File: src/rtl/fpc_pkg.sv
// Shared FPC definitions: lane widths, forbidden-pattern check and the golden encode table.
package fpc_pkg;

    localparam int unsigned FPC_CW_W = 5;
    localparam int unsigned FPC_DW   = 4;

    // Data nibble d maps to FPC_ENC[d]; the 16 codewords free of 010/101, in ascending order.
    localparam logic [FPC_CW_W-1:0] FPC_ENC [16] = '{
        5'b00000, 5'b00001, 5'b00011, 5'b00110,
        5'b00111, 5'b01100, 5'b01110, 5'b01111,
        5'b10000, 5'b10001, 5'b10011, 5'b11000,
        5'b11001, 5'b11100, 5'b11110, 5'b11111
    };

    function automatic logic fpc_invalid(input logic [FPC_CW_W-1:0] cw);
        logic bad;
        bad = 1'b0;
        for (int i = 0; i < 3; i++) begin
            if (cw[i +: 3] == 3'b010 || cw[i +: 3] == 3'b101) begin
                bad = 1'b1;
            end
        end
        return bad;
    endfunction

endpackage

File: src/rtl/fpc_dec_stream_if.sv
// Input codeword stream and output decoded stream of the FPC bus decoder.
interface fpc_dec_stream_if
    import fpc_pkg::*;
#(
    parameter int unsigned LANES = 8
) ();

    logic                         in_valid;
    logic                         in_ready;
    logic [FPC_CW_W*LANES-1:0]    data_in;
    logic                         out_valid;
    logic                         out_ready;
    logic [FPC_DW*LANES-1:0]      data_out;
    logic [LANES-1:0]             err_lane;

    modport master (
        output in_valid, data_in, out_ready,
        input  in_ready, out_valid, data_out, err_lane
    );

    modport slave (
        input  in_valid, data_in, out_ready,
        output in_ready, out_valid, data_out, err_lane
    );

endinterface

File: src/rtl/fpc_dec.sv
// Single-lane 5->4 FPC decoder; codes outside the table pass their low nibble through.
module fpc_dec
    import fpc_pkg::*;
(
    input  logic [FPC_CW_W-1:0] cw,
    output logic [FPC_DW-1:0]   data
);

    always_comb begin
        data = FPC_DW'(cw);
        case (cw)
            5'b00000: data = 4'h0;
            5'b00001: data = 4'h1;
            5'b00011: data = 4'h2;
            5'b00110: data = 4'h3;
            5'b00111: data = 4'h4;
            5'b01100: data = 4'h5;
            5'b01110: data = 4'h6;
            5'b01111: data = 4'h7;
            5'b10000: data = 4'h8;
            5'b10001: data = 4'h9;
            5'b10011: data = 4'hA;
            5'b11000: data = 4'hB;
            5'b11001: data = 4'hC;
            5'b11100: data = 4'hD;
            5'b11110: data = 4'hE;
            5'b11111: data = 4'hF;
            default:  data = FPC_DW'(cw);
        endcase
    end

endmodule

File: src/rtl/fpc_dec_stream.sv
// Flow-controlled FPC bus decoder: per-lane decode and error flag, 2-entry output FIFO, error stats.
module fpc_dec_stream
    import fpc_pkg::*;
#(
    parameter int unsigned LANES    = 8,
    parameter int unsigned CNT_W    = 16,
    parameter bit          ERR_ZERO = 1'b0
) (
    input  logic              clk,
    input  logic              rst,
    fpc_dec_stream_if.slave   bus,
    input  logic              clr_err,
    output logic [CNT_W-1:0]  err_cnt,
    output logic              err_sticky
);

    localparam int unsigned DW = FPC_DW * LANES;
    localparam int unsigned EW = DW + LANES;

    logic [DW-1:0]    dec_raw;
    logic [DW-1:0]    dec_data;
    logic [LANES-1:0] dec_err;

    for (genvar k = 0; k < LANES; k++) begin : g_lane
        fpc_dec u_dec (
            .cw   (bus.data_in[k*FPC_CW_W +: FPC_CW_W]),
            .data (dec_raw[k*FPC_DW +: FPC_DW])
        );
        assign dec_err[k] = fpc_invalid(bus.data_in[k*FPC_CW_W +: FPC_CW_W]);
        assign dec_data[k*FPC_DW +: FPC_DW] =
            (ERR_ZERO && dec_err[k]) ? '0 : dec_raw[k*FPC_DW +: FPC_DW];
    end

    logic [1:0]       count_q, count_d;
    logic [EW-1:0]    ent0_q, ent0_d;
    logic [EW-1:0]    ent1_q, ent1_d;
    logic             rdy_q, rdy_d;
    logic             vld_q, vld_d;
    logic [CNT_W-1:0] cnt_q, cnt_d;
    logic             sticky_q, sticky_d;
    logic             push, pop, any_acc;

    assign push    = bus.in_valid & rdy_q;
    assign pop     = vld_q & bus.out_ready;
    assign any_acc = push & (|dec_err);

    // ent0 is the head and drives the outputs directly, so it keeps its value once drained.
    always_comb begin
        count_d  = count_q;
        ent0_d   = ent0_q;
        ent1_d   = ent1_q;
        cnt_d    = cnt_q;
        sticky_d = sticky_q;

        if (pop && count_q == 2'd2) begin
            ent0_d = ent1_q;
        end
        if (push) begin
            if (count_q == 2'd0 || (count_q == 2'd1 && pop)) begin
                ent0_d = {dec_err, dec_data};
            end else begin
                ent1_d = {dec_err, dec_data};
            end
        end
        count_d = count_q + 2'(push) - 2'(pop);

        if (clr_err) begin
            cnt_d    = CNT_W'(any_acc);
            sticky_d = any_acc;
        end else if (any_acc) begin
            if (cnt_q != '1) begin
                cnt_d = cnt_q + CNT_W'(1);
            end
            sticky_d = 1'b1;
        end

        rdy_d = (count_d != 2'd2);
        vld_d = (count_d != 2'd0);
    end

    always_ff @(posedge clk) begin
        if (!rst) begin
            count_q  <= 2'd0;
            ent0_q   <= '0;
            ent1_q   <= '0;
            rdy_q    <= 1'b0;
            vld_q    <= 1'b0;
            cnt_q    <= '0;
            sticky_q <= 1'b0;
        end else begin
            count_q  <= count_d;
            ent0_q   <= ent0_d;
            ent1_q   <= ent1_d;
            rdy_q    <= rdy_d;
            vld_q    <= vld_d;
            cnt_q    <= cnt_d;
            sticky_q <= sticky_d;
        end
    end

    assign bus.in_ready  = rdy_q;
    assign bus.out_valid = vld_q;
    assign bus.data_out  = ent0_q[DW-1:0];
    assign bus.err_lane  = ent0_q[EW-1:DW];
    assign err_cnt       = cnt_q;
    assign err_sticky    = sticky_q;

endmodule
File: src/flat_wrapper.sv
// flat-port wrapper written by rule: the top's interface ports become plain ports
module fpc_dec_stream_flat import fpc_pkg::*;
#(
    parameter int unsigned LANES    = 8,
    parameter int unsigned CNT_W    = 16,
    parameter bit          ERR_ZERO = 1'b0
)
  (clk, rst, clr_err, err_cnt, err_sticky, bus_in_valid, bus_data_in, bus_out_ready, bus_in_ready, bus_out_valid, bus_data_out, bus_err_lane);
  fpc_dec_stream_if #(.LANES(LANES)) bus_i ();
  input  logic clk;
  input  logic rst;
  input  logic clr_err;
  output logic [CNT_W-1:0] err_cnt;
  output logic err_sticky;
  input wire logic [$bits(bus_i.in_valid)-1:0] bus_in_valid;
  input wire logic [$bits(bus_i.data_in)-1:0] bus_data_in;
  input wire logic [$bits(bus_i.out_ready)-1:0] bus_out_ready;
  output wire logic [$bits(bus_i.in_ready)-1:0] bus_in_ready;
  output wire logic [$bits(bus_i.out_valid)-1:0] bus_out_valid;
  output wire logic [$bits(bus_i.data_out)-1:0] bus_data_out;
  output wire logic [$bits(bus_i.err_lane)-1:0] bus_err_lane;
  assign bus_i.in_valid = bus_in_valid;
  assign bus_i.data_in = bus_data_in;
  assign bus_i.out_ready = bus_out_ready;
  assign bus_in_ready = bus_i.in_ready;
  assign bus_out_valid = bus_i.out_valid;
  assign bus_data_out = bus_i.data_out;
  assign bus_err_lane = bus_i.err_lane;
  fpc_dec_stream #(.LANES(LANES), .CNT_W(CNT_W), .ERR_ZERO(ERR_ZERO)) u_core (.clk(clk), .rst(rst), .bus(bus_i), .clr_err(clr_err), .err_cnt(err_cnt), .err_sticky(err_sticky));
endmodule
File: config.mk
export PLATFORM = sky130hd
export DESIGN_NAME = fpc_dec_stream_flat
export DESIGN_NICKNAME = d
export VERILOG_FILES = /design/src/rtl/fpc_pkg.sv /design/src/rtl/fpc_dec_stream_if.sv /design/src/rtl/fpc_dec.sv /design/src/rtl/fpc_dec_stream.sv /design/src/flat_wrapper.sv
export SDC_FILE = /design/constraint.sdc
export NUM_CORES = 1
export LEC_CHECK = 0
export BUFFER_PORTS_ARGS = -buffer_cell sky130_fd_sc_hd__buf_2
export CAP_MARGIN = 10
export CORE_AREA = 8 8 117 119
export DETAILED_ROUTE_END_ITERATION = 7
export DIE_AREA = 0 0 125 127
export HOLD_SLACK_MARGIN = 0.06
export PLACE_DENSITY = 0.72
export SYNTH_ARGS = -nofsm -noshare
export SYNTH_HDL_FRONTEND = slang
export SYNTH_HIERARCHICAL = 1
export SYNTH_SLANG_ARGS = --single-unit
File: constraint.sdc
create_clock -name clk -period 2.8 [get_ports clk]
set_clock_uncertainty 0.1 [all_clocks]
set_input_delay 0.42 -clock clk [delete_from_list [all_inputs] [get_ports clk]]
set_output_delay 0.42 -clock clk [all_outputs]
set_load 0.005 [all_outputs]
==> out/summary.txt <==
OUTCOME
----------------------------------------------------------------------------------
Status                                                                   completed

TIMING
----------------------------------------------------------------------------------
Slew at the pin closest to its max-slew limit                             0.655 ns
Setup repair after global routing missed its margin                          false
Top achievable clock speed                                                 440 MHz
Minimum hold slack                                                        0.332 ns
Ratio of final minimum period to clock period                                81.2%
Sum of negative setup slack                                                   0 ns
Number of pins exceeding their max-slew limit in the final report                0
Number of endpoints with negative hold slack in the final report                 0
Final Setup Violations                                                           0
Final min period                                                           2.27 ns
Worst rel slew slack                                                         56.3%

YOSYS
----------------------------------------------------------------------------------
Post-synthesis instance area                                            5810 sq um
Mapped Nets                                                                    781
YS warnings                                                                      6
Mapped Cells                                                                   733
Synthesized area per cell                                               7.92 sq um
Number of unique standard cell types used by synthesis                          42
Post-synthesis sequential element count                                        101
Sequential-to-total area share from yosys stat                               34.8%

LAYOUT
----------------------------------------------------------------------------------
Nets@finish                                                                    848
Post-Route Utilization                                                       56.3%
Top library cells by usage in the layout, fill and taps aside         sky130_fd_sc_hd__nand2_1 (111), sky130_fd_sc_hd__buf_2 (103), sky130_fd_sc_hd__dfxtp_1 (101)
Antenna cells                                                                    0
Growth of design area from synthesis to finish                               14.6%
Most common cell after layout, fill and taps aside                    sky130_fd_sc_hd__nand2_1
Ratio of cells with drive above 1 in the final layout                        17.0%

CTS
----------------------------------------------------------------------------------
Quantity of hold-fixing buffers added after cts                                  0
Clock slew at reported path FFs                                            0.07 ns
Sink Count                                                                     101
Number of buffers created by CTS                                                 9
TritonCTS clock tree                                                         built
Latest clock arrival within the worst-skew pair                            0.35 ns
Post-CTS Setup Repair Bufs                                                       0
Post-CTS Resized                                                                 0
Clock Tree Buf Depth                                                             2
Number of H-tree branching levels                                                3
Master cell of the clock root buffer                                  sky130_fd_sc_hd__clkbuf_16

GLOBAL ROUTING
----------------------------------------------------------------------------------
Wire length of the first global-routing pass                               24.1 mm
Sum of overflow across all layers after global routing                           0
Initial antenna violation count                                                  0
Via count of the first global-routing pass                                    5118
Maximum number of pins on one net before global-route repair                    69
Total GRT Usage                                                              17.8%

DIE
----------------------------------------------------------------------------------
Std-Cell Core Area                                                     11800 sq um
Die outline height                                                          127 um
Total number of placement rows                                                  40
Starting density of the core                                                 49.2%
Die width                                                                   125 um
Number of top-level pins                                                       104
Die area                                                               15900 sq um

WORST SETUP PATH
----------------------------------------------------------------------------------
Minimum setup slack among reg-to-reg paths                                 0.53 ns
Family of cells with the greatest summed delay on the critical path   simple AND/OR/NAND/NOR gates
Cells traversed along the worst timing path                           ha_1, nand4_1, nor4_2, buf_4, nor4b_1, nand3_1, or3_1, a21oi_1
Type of the worst setup path                                            reg -> reg
Nature of the critical path startpoint                                   flip-flop
Crit end category                                                        flip-flop
Max stage delay cell, worst path                                      sky130_fd_sc_hd__nor4b_1
Arrival time at the worst endpoint                                         2.44 ns
Delay of the slowest cell on the worst path                                0.39 ns
Bufs and invs on worst path                                                      1
Largest fanout on the critical path                                             16
Required time at the worst-slack endpoint                                  2.97 ns

PWR
----------------------------------------------------------------------------------
Share of power burned in the clock network                                   27.3%
Sw power                                                                   1.49 mW
Max IR drop VDD                                                           0.352 mV
Internal                                                                   3.02 mW
Share of power burned in combinational logic                                 31.5%
Sequential share of power                                                    41.3%
P per Cell Area                                                        677 nW/um^2
Static Leak                                                                3.37 nW
Fraction of power spent switching nets                                       33.0%

DETAILED ROUTING
----------------------------------------------------------------------------------
Number of nets still failing antenna checks after routing                        0
Total wire length after detailed routing                                   14.7 mm
Number of remaining DRC errors                                                   0
Iter 0 DRT Violations                                                          478
Via total after detailed routing                                              5553
WL/cell                                                                    15.5 um
Post-detailed-route via-to-cell ratio                                         5.83
Length of the first detailed-routing pass in iterations                          5

JOB
----------------------------------------------------------------------------------
Max-cap check violation count                                                    0

PLACED DESIGN
----------------------------------------------------------------------------------
Gp weighted congestion                                                       0.831
Number of buffer cells added on primary ports                                  103
HPWL after DPL                                                             10.1 mm

HOLD PATH
----------------------------------------------------------------------------------
Worst min path class                                                     in -> reg

==> logic make-up after synthesis <==
family / after synthesis / synth area share, %
muxes: 41 / 7.07
adders and majority gates: 3 / 0.646
and+or+nand+nor: 233 / 20.0
xor gates and xnor gates: 2 / 0.302
buffers and inverters: 104 / 7.41
AOI/OAI and AO/OA: 249 / 29.7
DFF: 101 / 34.8
==> flip-flops by register name, indices dropped and copies added, names as in the netlist <==
register	count
u_core/err_sticky	1
u_core/ent0_q	40
u_core/ent1_q	40
u_core/bus.in_ready	1
u_core/err_cnt	16
u_core/count_q	2
u_core/bus.out_valid	1
==> worst min-delay path: cells and delay by family <==
kind          cells  cell delay, ns
buf+inv           1            0.13
simple gates      2            0.12
mux               1            0.06
==> metal layers <==
layer	global-route usage, %	vias up	share of wire, %
met5	0	-	0
met4	3.44	0	0.65
met3	6.03	9	5.3
met2	31.9	117	51
met1	20.3	2661	43
li1	-	2766	-
==> final timing paths <==
| kind | cells past startpoint | to | startpoint |
|---|---|---|---|
| worst max-delay path | 8 | u_core/err_cnt[14] | u_core/err_cnt[0] |
| worst min-delay path | 4 | u_core/err_cnt[1] | clr_err |
| worst max register to register | 8 | u_core/err_cnt[14] | u_core/err_cnt[0] |
| worst min register to register | 2 | u_core/ent1_q[26] | u_core/ent1_q[26] |
==> metrics by stage <==
stage | cells | cell area, sq um | power (mW) | worst slack (ns)
after CTS | 952 | 6650 | 4.56 | 0.554
after global placement | 936 | 6360 | 3.24 | 0.576
after floorplan | 733 | 5810 | 2.79 | 0.532
after global routing | 952 | 6650 | 4.79 | 0.377
after detailed placement | 936 | 6360 | 3.32 | 0.494
final | 952 | 6650 | 4.50 | 0.526
==> synthesized netlist by cell type <==
master / number / area, sq um
sky130_fd_sc_hd__nand2_1: 112 / 420
sky130_fd_sc_hd__dfxtp_1: 101 / 2020
sky130_fd_sc_hd__a21oi_1: 47 / 235
sky130_fd_sc_hd__inv_1: 44 / 165
sky130_fd_sc_hd__mux2i_1: 41 / 410
sky130_fd_sc_hd__o211a_1: 40 / 400
sky130_fd_sc_hd__clkbuf_1: 39 / 146
sky130_fd_sc_hd__a21boi_0: 32 / 240
sky130_fd_sc_hd__o21ai_1: 24 / 120
sky130_fd_sc_hd__o21ai_0: 22 / 110
sky130_fd_sc_hd__nor2_1: 20 / 75.1
sky130_fd_sc_hd__nand2b_1: 18 / 113
sky130_fd_sc_hd__or3_1: 18 / 113
sky130_fd_sc_hd__o22ai_1: 17 / 106
sky130_fd_sc_hd__a221oi_1: 16 / 140
sky130_fd_sc_hd__a31oi_1: 16 / 100
sky130_fd_sc_hd__nand3b_1: 12 / 90.1
sky130_fd_sc_hd__nor3_1: 9 / 45.0
sky130_fd_sc_hd__o21a_1: 9 / 67.6
sky130_fd_sc_hd__o31ai_1: 9 / 67.6
sky130_fd_sc_hd__a21o_1: 8 / 60.1
sky130_fd_sc_hd__a32oi_1: 8 / 70.1
sky130_fd_sc_hd__buf_2: 8 / 40.0
sky130_fd_sc_hd__clkbuf_4: 8 / 60.1
sky130_fd_sc_hd__nand4b_1: 8 / 70.1
sky130_fd_sc_hd__or2_1: 8 / 50.1
sky130_fd_sc_hd__nand3_1: 7 / 35.0
sky130_fd_sc_hd__buf_1: 5 / 18.8
sky130_fd_sc_hd__nand4_1: 5 / 31.3
sky130_fd_sc_hd__or4_1: 4 / 30.0
sky130_fd_sc_hd__and2_1: 3 / 18.8
sky130_fd_sc_hd__ha_1: 3 / 37.5
sky130_fd_sc_hd__nor2b_1: 2 / 12.5
sky130_fd_sc_hd__or2_2: 2 / 12.5
sky130_fd_sc_hd__and3_2: 1 / 7.51
sky130_fd_sc_hd__nand3_2: 1 / 10.0
sky130_fd_sc_hd__nor4_2: 1 / 12.5
sky130_fd_sc_hd__nor4b_1: 1 / 8.76
sky130_fd_sc_hd__o32ai_1: 1 / 8.76
sky130_fd_sc_hd__or2_4: 1 / 8.76
sky130_fd_sc_hd__xnor2_1: 1 / 8.76
sky130_fd_sc_hd__xor2_1: 1 / 8.76
==> power by group through the flow <==
| stage | clock network, mW | registers, mW | logic [mW] |
|---|---|---|---|
| 6_report | 1.23 | 1.86 | 1.42 |
| 5_1_grt | 1.32 | 1.89 | 1.58 |
| 4_1_cts | 1.26 | 1.86 | 1.43 |
| 3_5_place_dp | 0 | 1.89 | 1.42 |
| 3_3_place_gp | 0 | 1.88 | 1.36 |
| 2_1_floorplan | 0 | 1.88 | 0.913 |
==> layout make-up <==
cell class / instances / area, sq um
clock buffer: 16 / 292
fill: 1138 / 5160
inverter: 44 / 165
multi-input combinational: 528 / 3370
sequential: 101 / 2020
tap: 147 / 184
timing repair buffer: 116 / 626
No activity file was read; power rests on OpenSTA's default activity.
